## src/rtl/calc_pkg.sv

```systemverilog
// Shared constants, FSM encoding and op decode for the calculator front-end.
package calc_pkg;

  localparam int unsigned BTN_W    = 5;
  localparam int unsigned DATA_W   = 8;
  localparam int unsigned OP_W     = 4;
  localparam int unsigned RESULT_W = 9;
  localparam int unsigned BTN_CLR  = 4;

  localparam logic [OP_W-1:0] OP_ADD  = 4'b1000;
  localparam logic [OP_W-1:0] OP_SUB  = 4'b0100;
  localparam logic [OP_W-1:0] OP_MULT = 4'b0010;
  localparam logic [OP_W-1:0] OP_DIV  = 4'b0001;

  localparam logic [RESULT_W-1:0] DIVZ_RESULT = 9'h1FF;

  typedef enum logic [2:0] {
    ST_IDLE    = 3'd0,
    ST_CAPTURE = 3'd1,
    ST_EXEC    = 3'd2,
    ST_COMMIT  = 3'd3,
    ST_RELEASE = 3'd4
  } state_t;

  // Map a single debounced op button {U,R,D,L} to the ALU one-hot op.
  function automatic logic [OP_W-1:0] btn_to_op(input logic [OP_W-1:0] b);
    case (b)
      4'b1000: btn_to_op = OP_ADD;
      4'b0100: btn_to_op = OP_SUB;
      4'b0010: btn_to_op = OP_MULT;
      4'b0001: btn_to_op = OP_DIV;
      default: btn_to_op = '0;
    endcase
  endfunction

endpackage

```

## src/rtl/btn_debounce.sv

```systemverilog
// Two-flop synchroniser plus stable-count debouncer for the button vector.
module btn_debounce #(
  parameter int unsigned DEBOUNCE_CYCLES = 1_000_000,
  parameter int unsigned CNT_W           = 20,
  parameter int unsigned W               = 5
) (
  input  logic         clk,
  input  logic         reset_n,
  input  logic [W-1:0] i_btn,
  output logic [W-1:0] o_btn_db
);

  logic [W-1:0]     r_meta;
  logic [W-1:0]     r_sync;
  logic [W-1:0]     r_cand;
  logic [W-1:0]     r_db;
  logic [CNT_W-1:0] r_cnt;

  // Synchronise, then accept a candidate vector once it has held for the full count.
  always_ff @(posedge clk) begin
    if (!reset_n) begin
      r_meta <= '0;
      r_sync <= '0;
      r_cand <= '0;
      r_db   <= '0;
      r_cnt  <= '0;
    end else begin
      r_meta <= i_btn;
      r_sync <= r_meta;
      if (r_sync != r_cand) begin
        r_cand <= r_sync;
        r_cnt  <= '0;
      end else if (r_cnt == CNT_W'(DEBOUNCE_CYCLES - 1)) begin
        r_db <= r_cand;
      end else begin
        r_cnt <= r_cnt + CNT_W'(1);
      end
    end
  end

  assign o_btn_db = r_db;

endmodule

```

## src/rtl/calc_op_sequencer.sv

```systemverilog
// Calculator front-end: one debounced press issues one ALU op and commits its result.
module calc_op_sequencer
  import calc_pkg::*;
#(
  parameter int unsigned DEBOUNCE_CYCLES = 1_000_000,
  parameter int unsigned CNT_W           = 20,
  parameter int unsigned DP_LATENCY      = 1
) (
  input  logic                clk,
  input  logic                reset_n,
  input  logic [BTN_W-1:0]    btn,
  input  logic [DATA_W-1:0]   sw_a,
  input  logic [DATA_W-1:0]   sw_b,
  output logic [DATA_W-1:0]   dp_a,
  output logic [DATA_W-1:0]   dp_b,
  output logic [OP_W-1:0]     dp_op,
  input  logic [RESULT_W-1:0] dp_result,
  output logic [RESULT_W-1:0] result,
  output logic                result_valid,
  output logic                busy,
  output logic                err
);

  localparam int unsigned LAT_W = (DP_LATENCY > 1) ? $clog2(DP_LATENCY) : 1;

  logic [BTN_W-1:0]    w_btn_db;
  logic                w_clr;
  logic [OP_W-1:0]     w_ops;
  logic                w_op_one;
  logic                w_op_any;

  state_t              r_state;
  logic [OP_W-1:0]     r_op_sel;
  logic [LAT_W-1:0]    r_lat;
  logic [DATA_W-1:0]   r_dp_a;
  logic [DATA_W-1:0]   r_dp_b;
  logic [OP_W-1:0]     r_dp_op;
  logic [RESULT_W-1:0] r_result;
  logic                r_result_valid;
  logic                r_busy;
  logic                r_err;

  btn_debounce #(
    .DEBOUNCE_CYCLES (DEBOUNCE_CYCLES),
    .CNT_W           (CNT_W),
    .W               (BTN_W)
  ) u_btn_debounce (
    .clk      (clk),
    .reset_n  (reset_n),
    .i_btn    (btn),
    .o_btn_db (w_btn_db)
  );

  assign w_clr    = w_btn_db[BTN_CLR];
  assign w_ops    = w_btn_db[OP_W-1:0];
  assign w_op_one = $onehot(w_ops);
  assign w_op_any = |w_ops;

  // Sequencer FSM with registered datapath controls; clear overrides every state.
  always_ff @(posedge clk) begin
    if (!reset_n) begin
      r_state        <= ST_IDLE;
      r_op_sel       <= '0;
      r_lat          <= '0;
      r_dp_a         <= '0;
      r_dp_b         <= '0;
      r_dp_op        <= '0;
      r_result       <= '0;
      r_result_valid <= 1'b0;
      r_busy         <= 1'b0;
      r_err          <= 1'b0;
    end else begin
      r_result_valid <= 1'b0;
      if (w_clr) begin
        r_result <= '0;
        r_err    <= 1'b0;
        r_dp_op  <= '0;
        r_dp_a   <= '0;
        r_dp_b   <= '0;
        r_state  <= ST_RELEASE;
        r_busy   <= 1'b1;
      end else begin
        case (r_state)
          ST_IDLE: begin
            if (w_op_one) begin
              r_op_sel <= btn_to_op(w_ops);
              r_state  <= ST_CAPTURE;
              r_busy   <= 1'b1;
            end else if (w_op_any) begin
              r_err   <= 1'b1;
              r_state <= ST_RELEASE;
              r_busy  <= 1'b1;
            end
          end
          ST_CAPTURE: begin
            r_dp_a <= sw_a;
            r_dp_b <= sw_b;
            // Divide-by-zero never reaches the ALU; commit the sentinel directly.
            if ((r_op_sel == OP_DIV) && (sw_b == '0)) begin
              r_result       <= DIVZ_RESULT;
              r_err          <= 1'b1;
              r_result_valid <= 1'b1;
              r_state        <= ST_RELEASE;
            end else begin
              r_dp_op <= r_op_sel;
              r_lat   <= '0;
              r_state <= ST_EXEC;
            end
          end
          ST_EXEC: begin
            if (r_lat == LAT_W'(DP_LATENCY - 1)) begin
              r_result       <= dp_result;
              r_result_valid <= 1'b1;
              r_dp_op        <= '0;
              r_state        <= ST_COMMIT;
            end else begin
              r_lat <= r_lat + LAT_W'(1);
            end
          end
          ST_COMMIT: begin
            r_state <= ST_RELEASE;
          end
          ST_RELEASE: begin
            if (w_btn_db == '0) begin
              r_state <= ST_IDLE;
              r_busy  <= 1'b0;
            end
          end
          default: begin
            r_state <= ST_IDLE;
            r_busy  <= 1'b0;
          end
        endcase
      end
    end
  end

  assign dp_a         = r_dp_a;
  assign dp_b         = r_dp_b;
  assign dp_op        = r_dp_op;
  assign result       = r_result;
  assign result_valid = r_result_valid;
  assign busy         = r_busy;
  assign err          = r_err;

endmodule

```

## config.mk

```make
export PLATFORM = sky130hd
export DESIGN_NAME = calc_op_sequencer
export DESIGN_NICKNAME = d
export VERILOG_FILES = /design/src/rtl/calc_pkg.sv /design/src/rtl/btn_debounce.sv /design/src/rtl/calc_op_sequencer.sv
export SDC_FILE = /design/constraint.sdc
export NUM_CORES = 1
export LEC_CHECK = 0
export CAP_MARGIN = 20
export CORE_MARGIN = 2
export CORE_UTILIZATION = 46
export DETAILED_ROUTE_END_ITERATION = 12
export PLACE_DENSITY = 0.75
export SYNTH_ARGS = -nofsm -noshare
export SYNTH_HDL_FRONTEND = slang
export SYNTH_SLANG_ARGS = --single-unit
```

## constraint.sdc

```tcl
create_clock -name clk -period 3 [get_ports clk]
set_clock_uncertainty 0.1 [all_clocks]
set_input_delay 0.6 -clock clk [delete_from_list [all_inputs] [get_ports clk]]
set_output_delay 0.6 -clock clk [all_outputs]
set_load 0.1 [all_outputs]
```

======== Yosys cells after proc, flatten, opt, wreduce, memory -nomap -nowiden ========
Cells that the tools add are included.
cells by class
  $add $sub $neg .......................... 5
  multipliers ............................. 0
  divide/modulo/power cells ............... 0
  order comparisons ....................... 0
  equal/unequal tests ..................... 23
  shifts and indexed selects .............. 0
  multiplexer cells ....................... 28
  bitwise logic cells ..................... 3
  reduce and logical (&&, ||, !) cells .... 19
operator list
  cell                     count
  $reduce_and A3 Y1        7
  $add A20 B1 Y20 const B  1
  $eq A20 B20 Y1 const B   1
  $mux W3                  6
  $mux W9                  2
  $pmux W9 S2              1
  $pmux W4 S4              1
  $pmux W3 S5              1
  $ne A2 B2 Y1 const B     6
  $mux W1                  10
  $eq A4 B1 Y1 const B     2
  $logic_not A8 Y1         1
  $mux W4                  2
  $pmux W4 S2              1
  $eq A3 B1 Y1 const B     2
  $eq A3 B2 Y1 const B     2
  $ne A3 B2 Y1 const B     2
  $pmux W1 S2              3
  $logic_not A5 Y1         1
  $ne A5 B5 Y1             1
  $add A1 B1 Y2            2
  $eq A4 B2 Y1 const B     1
  $eq A4 B3 Y1 const B     1
  $eq A4 B4 Y1 const B     1
  16 further kinds         20
word-level totals
  flip-flop bits (word level) ............. 80
  bits in latches ......................... 0
  bits in writable memories ............... 0
  memory bits (read-only) ................. 0
  bits of input ports ..................... 32
  output and inout bits ................... 32
  logic and storage cells ................. 94
  memories ................................ 0

======== Longest topological paths before layout ========
Gate-level depths: netlist of the first run.
  depth after elaboration ................. 6
  depth in mapped cells ................... 11
  mapped depth without buffers ............ 10

======== Cells and area by module ========
From an unflattened synthesis of the first run, not the netlist that was laid out.
second synthesis, totals
  cell total of the unflattened synthesis .. 359
  area, all modules ....................... 3304.4 µm²
by module, submodules not included
  module             instances  cells an instance  area each (µm²)  sequential area each (µm²)
  btn_debounce       1          181                1660.3           800.8
  calc_op_sequencer  1          178                1644.1           780.7

======== Worst setup path after synthesis of the first run ========
OpenSTA, ideal clock, no wires.
  kind .................................... register to register
  from .................................... reg u_btn_debounce.r_db[0], in the netlist u_btn_debounce.o_btn_db[0]
  to ...................................... reg r_op_sel[3]
  library setup time ...................... 0.076 ns
  arrival time ............................ 2.741 ns
  data required time ...................... 2.824 ns
  setup slack ............................. 0.083 ns
  stages on the path, launching flop included .. 12
  buffers on the path ..................... 1
  clock period less this slack ............ 2.917 ns
  cell sequence ........................... dfxtp_1 > inv_1 > fa_1 > inv_1 > ha_1 > ha_1 > or3b_1 > or4_1 > clkbuf_1 > nor2_1 > nand4b_1 > a21boi_0
between the ends
  word-level cells in the longest chain between the ends .. 4
  elaborated cells between the ends (all ways) .. 9
  those cells by class .................... add/sub (2); eq/ne (5); mux (1); reduce/logical (1)
RTL lines
  element                              line                     RTL
  start: declaration                   btn_debounce.sv:16       logic [W-1:0] r_db;
  start signal: assignment             btn_debounce.sv:34       r_db <= r_cand;
  $add A1 B1 Y2 (implied by the code)  calc_op_sequencer.sv:56  assign w_op_one = $onehot(w_ops);
  $add A2 B2 Y3 (implied by the code)  calc_op_sequencer.sv:56
  $eq A3 B1 Y1                         calc_op_sequencer.sv:56
  $reduce_and A3 Y1 (no source line)   -
  end signal: assignment               calc_op_sequencer.sv:86  r_op_sel <= btn_to_op(w_ops);
  end: declaration                     calc_op_sequencer.sv:33  logic [OP_W-1:0] r_op_sel;
Parallel ways exist; a longest one is shown, timed or not.
A chain may end at the register's enable or synchronous reset.

======== Worst setup path in the final report of the first run ========
  from .................................... reg u_btn_debounce.r_db[1], in the netlist u_btn_debounce.o_btn_db[1]
  to ...................................... reg r_op_sel[0]
Same word-level chain as after synthesis.

==> flow_summary_export.csv, run 1 <==
group,metric,value,unit
cts,cts.root.buffer_cell,"sky130_fd_sc_hd__clkbuf_8",
layout,finish.cell_count_without_fillers,501,
timing,final_min_period_over_clock_period,94.8,%
floorplan,design.core.area,6760,µm²
timing,setup_violation_total_in_the_final_timing_report,0,
global_routing,pin_count_of_the_biggest_net_entering_global_routing,31,
detailed_routing,drt_first_pass_iters,4,
global_routing,global_route_wire_length_before_repair,10400,µm
floorplan,design.portCount,64,
cts,path_clk_slew,0.07,ns
timing,max_freq,352,MHz
power_and_ir_drop,power.leakage,0.00151,µW
placed_design,dp_cells,484,
yosys,synth-edff-count,0,
yosys,synth_area_per_cell,9.03,µm²
floorplan,core.rowCount,30,
detailed_routing,antenna_violating_nets_post_route,0,
layout,final_design_area_no_fill,4050,µm²
placed_design,dp_hpwl,4280,µm
yosys,yosys_most_used_dff,"sky130_fd_sc_hd__dfxtp_1",
yosys,synth_nets,391,
detailed_routing,routed_wirelength_normalized_by_instance_count,12.8,µm
global_routing,total_routing_usage_reported_by_global_routing,17.3,%
yosys,postSynthRegisterBits,79,
critical_path,worst_setup_path_start_kind,"flop",
layout,drive_above_1_share,18.8,%
yosys,synth-async-reset-ratio,0,%
power_and_ir_drop,vdd_ir_max,0.000305,V
critical_path,setup.worst_path.end_class,"flop",
worst_hold_path,hold_path_class,"flop to flop",
yosys,ys_types,39,
placed_design,place.gp.congestion,0.827,
detailed_routing,totalWireLength,6390,µm
cts,worstSkewPairLatency,0.34,ns
critical_path,crit_required,3.17,ns
cts,tritoncts,"built",
detailed_routing,drt_drc_violations_left,0,
layout,num-nets-final,455,
yosys,mappedNetlistArea,3180,µm²
placed_design,port_buffers,63,
cts,clock_sinks,79,
layout,n_fill_cell,620,
cts,cts_hold_buf,0,
placed_design,pre_cts_ws,-0.0333,ns
yosys,yosys_warnings,0,
timing,finalHoldWorstSlack,0.337,ns
floorplan,fp.dieArea,7590,µm²
status,status,"finished clean",
cts,cts_buffer_depth,2,
detailed_routing,initialDrtViolationCount,120,
yosys,postSynthCellCount,352,
layout,area.sequential,1590,µm²
yosys,synth_sequential_area_ratio,49.7,%
layout,area_delta_synth_final,27.5,%
critical_path,arrival,3.01,ns
detailed_routing,via_count,2592,
timing,finalSetupTns,0,ns
floorplan,die_w,87.1,µm
timing,layout_setup_ws,0.157,ns
layout,multiInputGateArea,1530,µm²
flow_run,maxCapViolCount,0,
timing,worstMarginPinSlew,0.651,ns
placed_design,placed_cell_area,3810,µm²
floorplan,initial_utilization,47.1,%
layout,final_antenna_diode_count,0,
global_routing,grt_antenna_before_repair,0,
detailed_routing,post_drt_via_cell_ratio,5.17,
cts,cts_buffers,9,
cts,cts.htree.levels,3,
critical_path,critPathMaxFanout,4,
timing,grt_setup_unrepaired,"false",
timing,report.final.slew_viol_count,0,
timing,finalHoldViolCount,0,
power_and_ir_drop,cellPowerDensity,485,nW/µm²
global_routing,grt_remaining_overflow,0,
global_routing,grt_pass1_vias,2408,
timing,fin_crit,2.84,ns
timing,slew_headroom,56.2,%
critical_path,critPathKind,"flop to flop",
floorplan,die_h,87.1,µm
critical_path,worst-r2r-setup-slack,0.16,ns
## area by class of cell
cell class,count,area share (%)
clock inverters,3,0.988
clock buffers,13,4.17
well taps,80,2.47
repair buffers,70,15.0
inverters,6,0.556
flip-flops and latches,79,39.1
multi-input cells,250,37.7
## worst paths after layout
check / from / end / cells after the start
max: u_btn_debounce.o_btn_db[1] / r_op_sel[0] / 10
min: u_btn_debounce.r_meta[1] / u_btn_debounce.r_sync[1] / 1
max reg2reg: u_btn_debounce.o_btn_db[1] / r_op_sel[0] / 10
min reg2reg: u_btn_debounce.r_meta[1] / u_btn_debounce.r_sync[1] / 1
## cells in the mapped netlist (all sizes together), types with 3 or more instances
cell	count	share of area (%)
o221a	10	3.5
ha	6	2.4
and2	18	3.6
clkbuf	15	1.8
o21a	3	0.71
nand2	59	7.0
a21boi	4	0.94
nor3	8	1.6
nand3	11	1.7
nand2b	4	0.79
xor2	5	1.4
dfxtp	79	50
o21ai	7	1.1
nor2b	3	0.59
xnor2	16	4.4
and4	5	1.4
inv	6	0.71
nor2	30	3.5
nor4	5	1.5
nand4	8	1.6
a21oi	32	5.0
## layer usage
metal	GRT usage, %	share of wire (%)	wire length [µm]	vias to the layer above
met4	8.39	1.4	91	0
met2	28.7	46	2910	66
met3	3.41	5.3	341	8
li1	-	-	-	1334
met1	21.4	48	3050	1184
met5	0	0	0	-
## placed cells by master, fill, tap and decap left out, drive strengths merged, types with 6 or more instances in the layout
| cell type | instances |
|---|---|
| dfxtp | 79 |
| nand2 | 59 |
| buf | 39 |
| a21oi | 32 |
| clkdlybuf4s50 | 31 |
| nor2 | 30 |
| and2 | 18 |
| xnor2 | 16 |
| clkbuf | 13 |
| nand3 | 11 |
| o221a | 10 |
| nand4 | 8 |
| nor3 | 8 |
| o21ai | 7 |
| ha | 6 |
| inv | 6 |
## what timing repair did
| item | 4_1_cts | 5_1_grt |
|---|---|---|
| setup endpoints to repair | 4 | 6 |
| gates resized for setup | 3 | 14 |
| endpoints found under the hold margin | 0 | 0 |
| pin swaps | 1 | 2 |
| setup buffers | 0 | 1 |
## flip-flops by register name (all words and copies together) (netlist names)
name / flops
result: 9
u_btn_debounce.r_cnt: 20
dp_b: 8
busy: 1
u_btn_debounce.r_sync: 5
result_valid: 1
r_op_sel: 4
dp_a: 8
r_state: 3
u_btn_debounce.o_btn_db: 5
err: 1
dp_op: 4
u_btn_debounce.r_meta: 5
u_btn_debounce.r_cand: 5
## critical path, cell delays in order (launching register included)
cell and delay, ns:
sky130_fd_sc_hd__dfxtp_2 0.34, sky130_fd_sc_hd__inv_1 0.08, sky130_fd_sc_hd__fa_1 0.51, sky130_fd_sc_hd__inv_1 0.04, sky130_fd_sc_hd__ha_1 0.18, sky130_fd_sc_hd__ha_1 0.27, sky130_fd_sc_hd__or3b_4 0.40, sky130_fd_sc_hd__or4_4 0.46
sky130_fd_sc_hd__nor2_4 0.13, sky130_fd_sc_hd__nand3_1 0.09, sky130_fd_sc_hd__a21boi_0 0.17
## metrics by stage
step / total power [µW] / util, %
floorplan: 1120 / -
global placement: 1180 / 56.4
detailed placement: 1180 / 56.4
CTS: 1990 / 59.7
global route: 2050 / 60.0
finish: 1970 / 60.0
## where the power goes
group / leakage, µW / internal [µW] / switching, µW
sequential: 0.000640 / 1060 / 6.42
clock: 0.000109 / 450 / 362
combinational: 0.000759 / 51.5 / 39.0
total: 0.00151 / 1560 / 407
## cells by family (layout without fill, tap and decap cells)
family	after synthesis	count (layout)	synth area share [%]
AOI/OAI and AO/OA	58	58	12.0
buffers and inverters	23	92	2.72
DFF	79	79	49.7
muxes	2	2	0.630
and+or+nand+nor	162	162	26.2
adders and majority gates	7	7	2.99
xor gates and xnor gates	21	21	5.78
(Power assumes the default switching activity.)
==> inputs of run 2 (changes only) <==
--- a/config.mk
+++ b/config.mk
@@ -8,6 +8,7 @@
 export CAP_MARGIN = 20
 export CORE_MARGIN = 2
 export CORE_UTILIZATION = 46
+export CTS_BUF_LIST = sky130_fd_sc_hd__clkbuf_16
 export DETAILED_ROUTE_END_ITERATION = 12
 export PLACE_DENSITY = 0.75
 export SYNTH_ARGS = -nofsm -noshare
==> constraint.sdc (replaced) <==
create_clock -name clk -period 3 [get_ports clk]
set_clock_uncertainty 0.1 [all_clocks]
set_input_delay 0.75 -clock clk [delete_from_list [all_inputs] [get_ports clk]]
set_output_delay 0.75 -clock clk [all_outputs]
set_load 0.1 [all_outputs]
==> run 2 against run 1 <==
Non-clock buffer count is the same. Critical path type unchanged. Largest power group unchanged. Largest cell class unchanged. Via count decreased by 0.58%. Register-to-register slack worse by 0.07 ns. Wire length decreased by 1.3%. Core utilization increased by 1.1 points. First-iteration DRC count shrank 40%.
==> flow_summary_export.csv, run 2 (same netlist as run 1, synthesis figures left out) <==
group,metric,value,unit
detailed_routing,initialDrtViolationCount,72,
floorplan,fp.dieArea,7590,µm²
global_routing,grt_remaining_overflow,0,
floorplan,core.rowCount,30,
timing,setup_violation_total_in_the_final_timing_report,0,
cts,clock_sinks,79,
critical_path,worst-r2r-setup-slack,0.09,ns
critical_path,crit_path_max_incr_delay,0.53,ns
critical_path,cell_breakdown_of_the_critical_path,"inv_2 > fa_1 > inv_1 > ha_1 > ha_1 > or3b_4 > or4_4 > buf_4 > o21ai_0 > a21boi_0",
layout,num-nets-final,455,
layout,largest-register,"u_btn_debounce.r_cnt",
detailed_routing,routed_wirelength_normalized_by_instance_count,12.6,µm
floorplan,die_h,87.1,µm
critical_path,critPathKind,"flop to flop",
floorplan,initial_utilization,47.1,%
worst_hold_path,worstHoldStart,"u_btn_debounce.r_meta[4]",
placed_design,pre_cts_ws,-0.0799,ns
critical_path,critical_path_buf_inv_count,3,
timing,slew_headroom,52.4,%
worst_hold_path,holdPathStages,1,
timing,finalHoldViolCount,0,
critical_path,setup.worst_path.end_class,"flop",
power_and_ir_drop,vdd_ir_max,0.000458,V
detailed_routing,post_drt_via_cell_ratio,5.14,
critical_path,r2r_end,"r_op_sel[1]",
critical_path,crit_required,3.10,ns
timing,fin_crit,2.91,ns
global_routing,grt_antenna_before_repair,0,
critical_path,cpLargestDelayFamily,"adder cells",
layout,final_util,61.0,%
critical_path,critical-path-slowest-cell,"sky130_fd_sc_hd__fa_1",
timing,worstMarginPinSlew,0.708,ns
timing,finalHoldWorstSlack,0.335,ns
critical_path,critPathMostFrequentCell,"sky130_fd_sc_hd__ha_1",
placed_design,place.gp.congestion,0.823,
cts,cts_buffers,9,
status,status,"finished clean",
global_routing,global_route_wire_length_before_repair,10000,µm
detailed_routing,drt_first_pass_iters,4,
timing,final_min_period_over_clock_period,97.0,%
timing,max_freq,344,MHz
critical_path,arrival,3.01,ns
worst_hold_path,hold_path_class,"flop to flop",
cts,cts_buffer_depth,2,
cts,cts.htree.levels,3,
layout,most_common_cell_after_layout_fill_and_taps_aside,"sky130_fd_sc_hd__dfxtp_1",
critical_path,crit-reg2reg-launch,"u_btn_debounce.o_btn_db[0]",
flow_run,maxCapViolCount,0,
cts,cts.root.buffer_cell,"sky130_fd_sc_hd__clkbuf_16",
timing,report.final.slew_viol_count,0,
timing,layout_setup_ws,0.0914,ns
layout,flip_flop_count_of_the_largest_register_all_copies_and_words_added,20,
layout,area.sequential,1590,µm²
critical_path,worst_setup_path_start_kind,"flop",
layout,final_cell_mix,"sky130_fd_sc_hd__dfxtp_1, sky130_fd_sc_hd__nand2_1, sky130_fd_sc_hd__buf_4",
floorplan,design.portCount,64,
global_routing,total_routing_usage_reported_by_global_routing,16.6,%
placed_design,port_buffers,63,
detailed_routing,totalWireLength,6310,µm
layout,finish.cell_count_without_fillers,501,
layout,final_antenna_diode_count,0,
cts,path_clk_slew,0.06,ns
power_and_ir_drop,cellPowerDensity,527,nW/µm²
critical_path,critPathMaxFanout,5,
detailed_routing,antenna_violating_nets_post_route,0,
detailed_routing,via_count,2577,
placed_design,dp_hpwl,4310,µm
power_and_ir_drop,power.leakage,0.00154,µW
timing,grt_setup_unrepaired,"true",
cts,tritoncts,"built",
cts,worstSkewPairLatency,0.33,ns
placed_design,dp_cells,485,
layout,drive_above_1_share,18.5,%
critical_path,reg2regPathDepth,10,
floorplan,design.core.area,6760,µm²
floorplan,die_w,87.1,µm
global_routing,grt_pass1_vias,2324,
layout,multiInputGateArea,1530,µm²
layout,n_fill_cell,610,
layout,area_delta_synth_final,29.7,%
worst_hold_path,worst_hold_path.endpoint,"u_btn_debounce.r_sync[4]",
power_and_ir_drop,fin_total_pwr,2170,µW
global_routing,pin_count_of_the_biggest_net_entering_global_routing,23,
detailed_routing,drt_drc_violations_left,0,
[run 2: cell count changes in the layout (fill, tap and decap cells not counted), sizes merged]
cell and change:
clkinv +3, clkbuf -4, inv +1
[run 2: layout make-up]
| cell class | instances | share of cell area (%) |
|---|---|---|
| timing repair buffer | 70 | 14.6 |
| tap | 80 | 2.43 |
| clock buffer | 9 | 5.46 |
| inverter | 6 | 0.546 |
| multi-input combinational | 250 | 37.2 |
| sequential | 79 | 38.4 |
| clock inverter | 7 | 1.33 |
[run 2: worst max-delay path by stage]
stage	startpoint	endpoint	cells after the start
final	u_btn_debounce.o_btn_db[0]	r_op_sel[1]	10
after global routing	u_btn_debounce.o_btn_db[0]	r_op_sel[2]	10
after CTS	u_btn_debounce.o_btn_db[0]	r_op_sel[2]	10
after detailed placement	u_btn_debounce.o_btn_db[0]	r_op_sel[2]	10
after global placement	u_btn_debounce.o_btn_db[0]	r_op_sel[3]	10
after floorplan	u_btn_debounce.o_btn_db[0]	r_op_sel[3]	11
[run 2: repair_timing]
item                       4_1_cts  5_1_grt
setup endpoints to repair        4        5
pin swaps                        1        3
hold endpoints to repair         0        0
hold buffers                     0        0
buffers inserted                 0        0
resized for setup                4       11
[run 2: power by group]
| group | internal, µW | switching [µW] |
|---|---|---|
| Combinational | 52.3 | 38.0 |
| Sequential | 1060 | 6.46 |
| Clock | 629 | 389 |
[run 2: routing by layer]
metal / up-vias / part of all wire [%] / wire length, µm / global-route usage, %
met5: - / 0 / 0 / 0
met4: 0 / 1.9 / 122 / 8.53
met3: 10 / 6.0 / 380 / 4.08
met2: 58 / 45 / 2810 / 27.3
met1: 1173 / 47 / 3000 / 20.1
li1: 1336 / - / - / -
[run 2: metrics by stage]
step / TNS [ns] / area, µm²
3_3_place_gp: 0 / 3820
4_1_cts: 0 / 4110
6_report: 0 / 4120
3_5_place_dp: -0.146 / 3820
5_1_grt: 0 / 4120
2_1_floorplan: 0 / 3180
==> RTL edit 1, RTL diff (config.mk and constraints of run 2) <==
Add an input register stage for `sw_b`, cleared by the reset; this delays it by one clock. The other inputs are not delayed to match.
--- a/src/rtl/calc_op_sequencer.sv
+++ b/src/rtl/calc_op_sequencer.sv
@@ -24,2 +24,12 @@
   localparam int unsigned LAT_W = (DP_LATENCY > 1) ? $clog2(DP_LATENCY) : 1;
+
+  logic [DATA_W-1:0] sw_b_q;
+
+  always_ff @(posedge clk) begin
+    if (!reset_n) begin
+      sw_b_q <= '0;
+    end else begin
+      sw_b_q <= sw_b;
+    end
+  end
 
@@ -96,5 +106,5 @@
             r_dp_a <= sw_a;
-            r_dp_b <= sw_b;
+            r_dp_b <= sw_b_q;
             // Divide-by-zero never reaches the ALU; commit the sentinel directly.
-            if ((r_op_sel == OP_DIV) && (sw_b == '0)) begin
+            if ((r_op_sel == OP_DIV) && (sw_b_q == '0)) begin
               r_result       <= DIVZ_RESULT;
Function: no difference found for any inputs over 10 cycles, from zero or initial values and one cycle with reset_n low; that may be too few to reach the edited logic, so the function may still have changed.
==> RTL edit 1 against run 2 <==
Global-route usage rose by 1.2 points; worst hold slack lost 0.0020 ns; sequential cell count is 8 higher; die area rose by 11%; design area grew 8.8%; cell count increased by 10%; combinational power up 8.6%; synthesized area is 11% higher; power rose by 13%; critical path type unchanged; worst setup slack improved by 0.030 ns; critical endpoint unchanged; wire length up 13%.
==> RTL edit 1: results (changes against run 2) <==
Layout Nets=484 (+6.4%); Netlist cell types=52 (+33%); worst reg-to-reg path cell count=9 (-1); vias=2930 (+14%); Synth Area in Compound Gates=10.6% (-1.4 points); Worst Hold Path EP=u_btn_debounce.r_sync[3]; total track usage=17.8% (+1.2 points); r2r setup slk=0.12 ns (+0.03 ns); CTS resizes=0 (-4); placed cell count=536 (+11%); DR iter-0 viols=100 (+39%); sequential share of cell area=38.8% (+0.37 points); nonclk inv count=7 (+1); Peak Freq=347 MHz (+1.0%); Critical Path AT=2.99 ns (-0.02 ns); Routed WL=7.15 mm (+13%); post-synthesis sequential area ratio=49.1% (-0.61 points); Fin Hold WS=0.333 ns (-0.00197 ns); multi-input gates=274 (+9.6%); first-pass GRT wire length=12.3 mm (+23%); Post-Syn Instances=387 (+9.9%); NonClk Buf Share=12.8% (-1.9 points); Peak VDD IR=395 uV (-14%); placed inst area=4160 um^2 (+8.9%); synth-to-layout area growth=26.6%; # fillers=676 (+11%); Psw=551 uW (+27%); Layout clock area frac=7.14% (+0.34 points); xor and xnor area share after synthesis=3.21% (-2.6 points); Multi-input gate area=1700 um^2 (+11%); outcome=finished, final reports clean; DR WL/cell=13.0 um (+2.8%); Post-Synth Adder-Cell Area=2.68% (-0.31 points); bufs w/o clock=66 (-5.7%); proportion of layout cells with a drive suffix above 1=14.4% (-4.1 points); most instantiated cells after synthesis=dfxtp_1, nand2_1, a21oi_1, nor2_1, nor3_1; worst slack at placement=0.0595 ns (+0.139 ns); pin count of the biggest net entering global routing=31 (+35%); Pleak=0.00172 uW (+12%); post-synthesis mux area share=1.41% (+0.78 points); vias in the first global route=2791 (+20%); actual slew at the worst max-slew pin=0.723 ns (+0.0146 ns); post-DP HPWL=5.04 mm (+17%); register bit total from synthesis=87 (+10%); setup bufs post-CTS=0 (unchanged)
## RTL edit 1: power by group through the flow
| stage | sequential, uW | combinational [uW] | clock [uW] |
|---|---|---|---|
| after floorplan | 1200 | 48.1 | 0 |
| after global placement | 1210 | 96.8 | 0 |
| after detailed placement | 1210 | 98.7 | 0 |
| after CTS | 1180 | 99.5 | 1190 |
| after global routing | 1180 | 109 | 1240 |
| final | 1180 | 98.1 | 1170 |
## RTL edit 1: kinds of logic (layout without fill, tap and decap cells)
logic type / Yosys count / count (layout)
muxes: 5 / 5
buffers and inverters: 26 / 89
xor gates and xnor gates: 13 / 13
AOI/OAI and AO/OA: 62 / 62
DFF: 87 / 87
and+or+nand+nor: 187 / 187
adders and majority gates: 7 / 7
## RTL edit 1: routing by layer
layer  GRT usage, %  up-vias  wire length [um]
met5              0        -                 0
met4           7.21        0               121
met2           30.1       59              3470
met3           3.53       10               258
li1               -     1486                 -
met1           22.3     1375              3300
==> RTL edit 2, RTL diff (settings of run 2) <==
Without the edit above. `DEBOUNCE_CYCLES` is set to 1_000_000 in 2 places; all go to 750_000.
--- a/src/rtl/btn_debounce.sv
+++ b/src/rtl/btn_debounce.sv
@@ -2,3 +2,3 @@
 module btn_debounce #(
-  parameter int unsigned DEBOUNCE_CYCLES = 1_000_000,
+  parameter int unsigned DEBOUNCE_CYCLES = 750_000,
   parameter int unsigned CNT_W           = 20,
--- a/src/rtl/calc_op_sequencer.sv
+++ b/src/rtl/calc_op_sequencer.sv
@@ -4,3 +4,3 @@
 #(
-  parameter int unsigned DEBOUNCE_CYCLES = 1_000_000,
+  parameter int unsigned DEBOUNCE_CYCLES = 750_000,
   parameter int unsigned CNT_W           = 20,
Formal check against the unedited RTL: same outputs for any inputs over 10 cycles, from zero or initial values and one cycle with reset_n low; that may be too few to reach the edited logic, so the function may still have changed.
==> RTL edit 2 against run 2 <==
Synthesized area fell by 1.2%; wire length rose by 2.7%; count of clock-buffer cells in the layout did not move; power rose by 4.8%; worst setup slack got worse by 0.027 ns; sequential cell count did not move; design area rose by 1.0%; critical path type unchanged; critical endpoint is now busy; highest routed layer unchanged.
==> RTL edit 2: results (changes against run 2) <==
r2r setup slk=0.06 ns (-0.03 ns); Psw=444 uW (+2.4%); grt met1 use=22.7% (+2.6 points); clock share of power=49.1% (+2.3 points); max reg flops=20 (unchanged); bufs w/o clock=76 (+8.6%); HP Start=u_btn_debounce.r_meta[1]; via/cell ratio=5.19 (+0.88%); worst slack at placement=-0.0622 ns (+0.0178 ns); Crit. Startpoint=u_btn_debounce.o_btn_db[1]; post-DP HPWL=4.39 mm (+1.8%); metal2 WL=3.03 mm (+7.8%); vias in the first global route=2508 (+7.9%); clk_lat worst skew=0.33 ns (about the same); first-pass GRT wire length=10.9 mm (+8.6%); Critical Path AT=3.10 ns (+0.09 ns); post-synthesis sequential area ratio=50.3% (+0.59 points); outcome=finished, final reports clean; # fillers=570 (-6.6%); met3 Resource Use GR=3.71% (-0.36 points); Power Total=2280 uW (+4.8%); NonClk Buf Share=15.6% (+0.94 points); pin count of the biggest net entering global routing=24 (+4.3%); met2 Track Usage GR=29.7% (+2.3 points); GPL Wtd Cong=0.809 (-1.6%); Max stage delay on crit path=0.52 ns; Peak VDD IR=333 uV (-27%); Multi-input gate area=1490 um^2 (-2.9%); DR iter-0 viols=104 (+44%); Area contributors post-synth=dfxtp_1, nand2_1, a21oi_1, nor2_1, xor2_1; reg2reg end=busy; syn nets=386 (-1.3%); sequential share of cell area=38.1% (-0.38 points); Fin Hold WS=0.330 ns (-0.00502 ns); clock slew at reported path FFs=0.06 ns (about the same); placed inst area=3810 um^2 (-0.29%); Layout clock area frac=7.54% (+0.74 points); proportion of layout cells with a drive suffix above 1=19.4% (+0.86 points); metal1 wirelength=3.02 mm (+0.70%); Layout Nets=457 (+0.44%); Mean Syn Cell Area=9.05 um^2 (+0.24%); total track usage=18.1% (+1.5 points); met3 WL=337 um (-11%); fraction of area in multi-input gates=35.7% (-1.4 points); total of warnings raised by yosys=0 (unchanged); CTS Buffer Depth=2 (unchanged); most instantiated cells after synthesis=dfxtp_1, nand2_1, nor2_1, a21oi_1, and2_1; nonclk inv count=8 (+2); DR WL/cell=12.9 um (+2.3%); Pleak=0.00161 uW (+4.8%)
RTL edit 2: cell count changes after synthesis, moves of 3 or more:
cell and change:
o211ai_1 +6, nor2_1 +6, xnor2_1 -7, and4_1 -4, a21o_1 +4, o21ai_0 -3, xor2_1 +9, a21boi_0 -4
clkbuf_1 -3, nand2b_1 -4, and3_1 +4, nand2_1 -8, nor3_1 -3
RTL edit 2: timing repair:
item / in CTS / in global routing
gates cloned: 0 / 0
pin swaps: 3 / 6
setup buffers: 2 / 0
endpoints found under the setup margin: 5 / 6
resized for setup: 4 / 6
RTL edit 2: kinds of logic (layout without fill, tap and decap cells):
| group | count (synthesis) | in the layout | share of synthesized area, % |
|---|---|---|---|
| simple gates | 151 | 151 | 23.3 |
| flops | 79 | 79 | 50.3 |
| compound gates | 59 | 59 | 12.5 |
| buf+inv | 24 | 100 | 3.11 |
| xor+xnor | 23 | 23 | 6.41 |
| fa+ha+maj | 8 | 8 | 3.39 |
| mux | 3 | 3 | 0.956 |
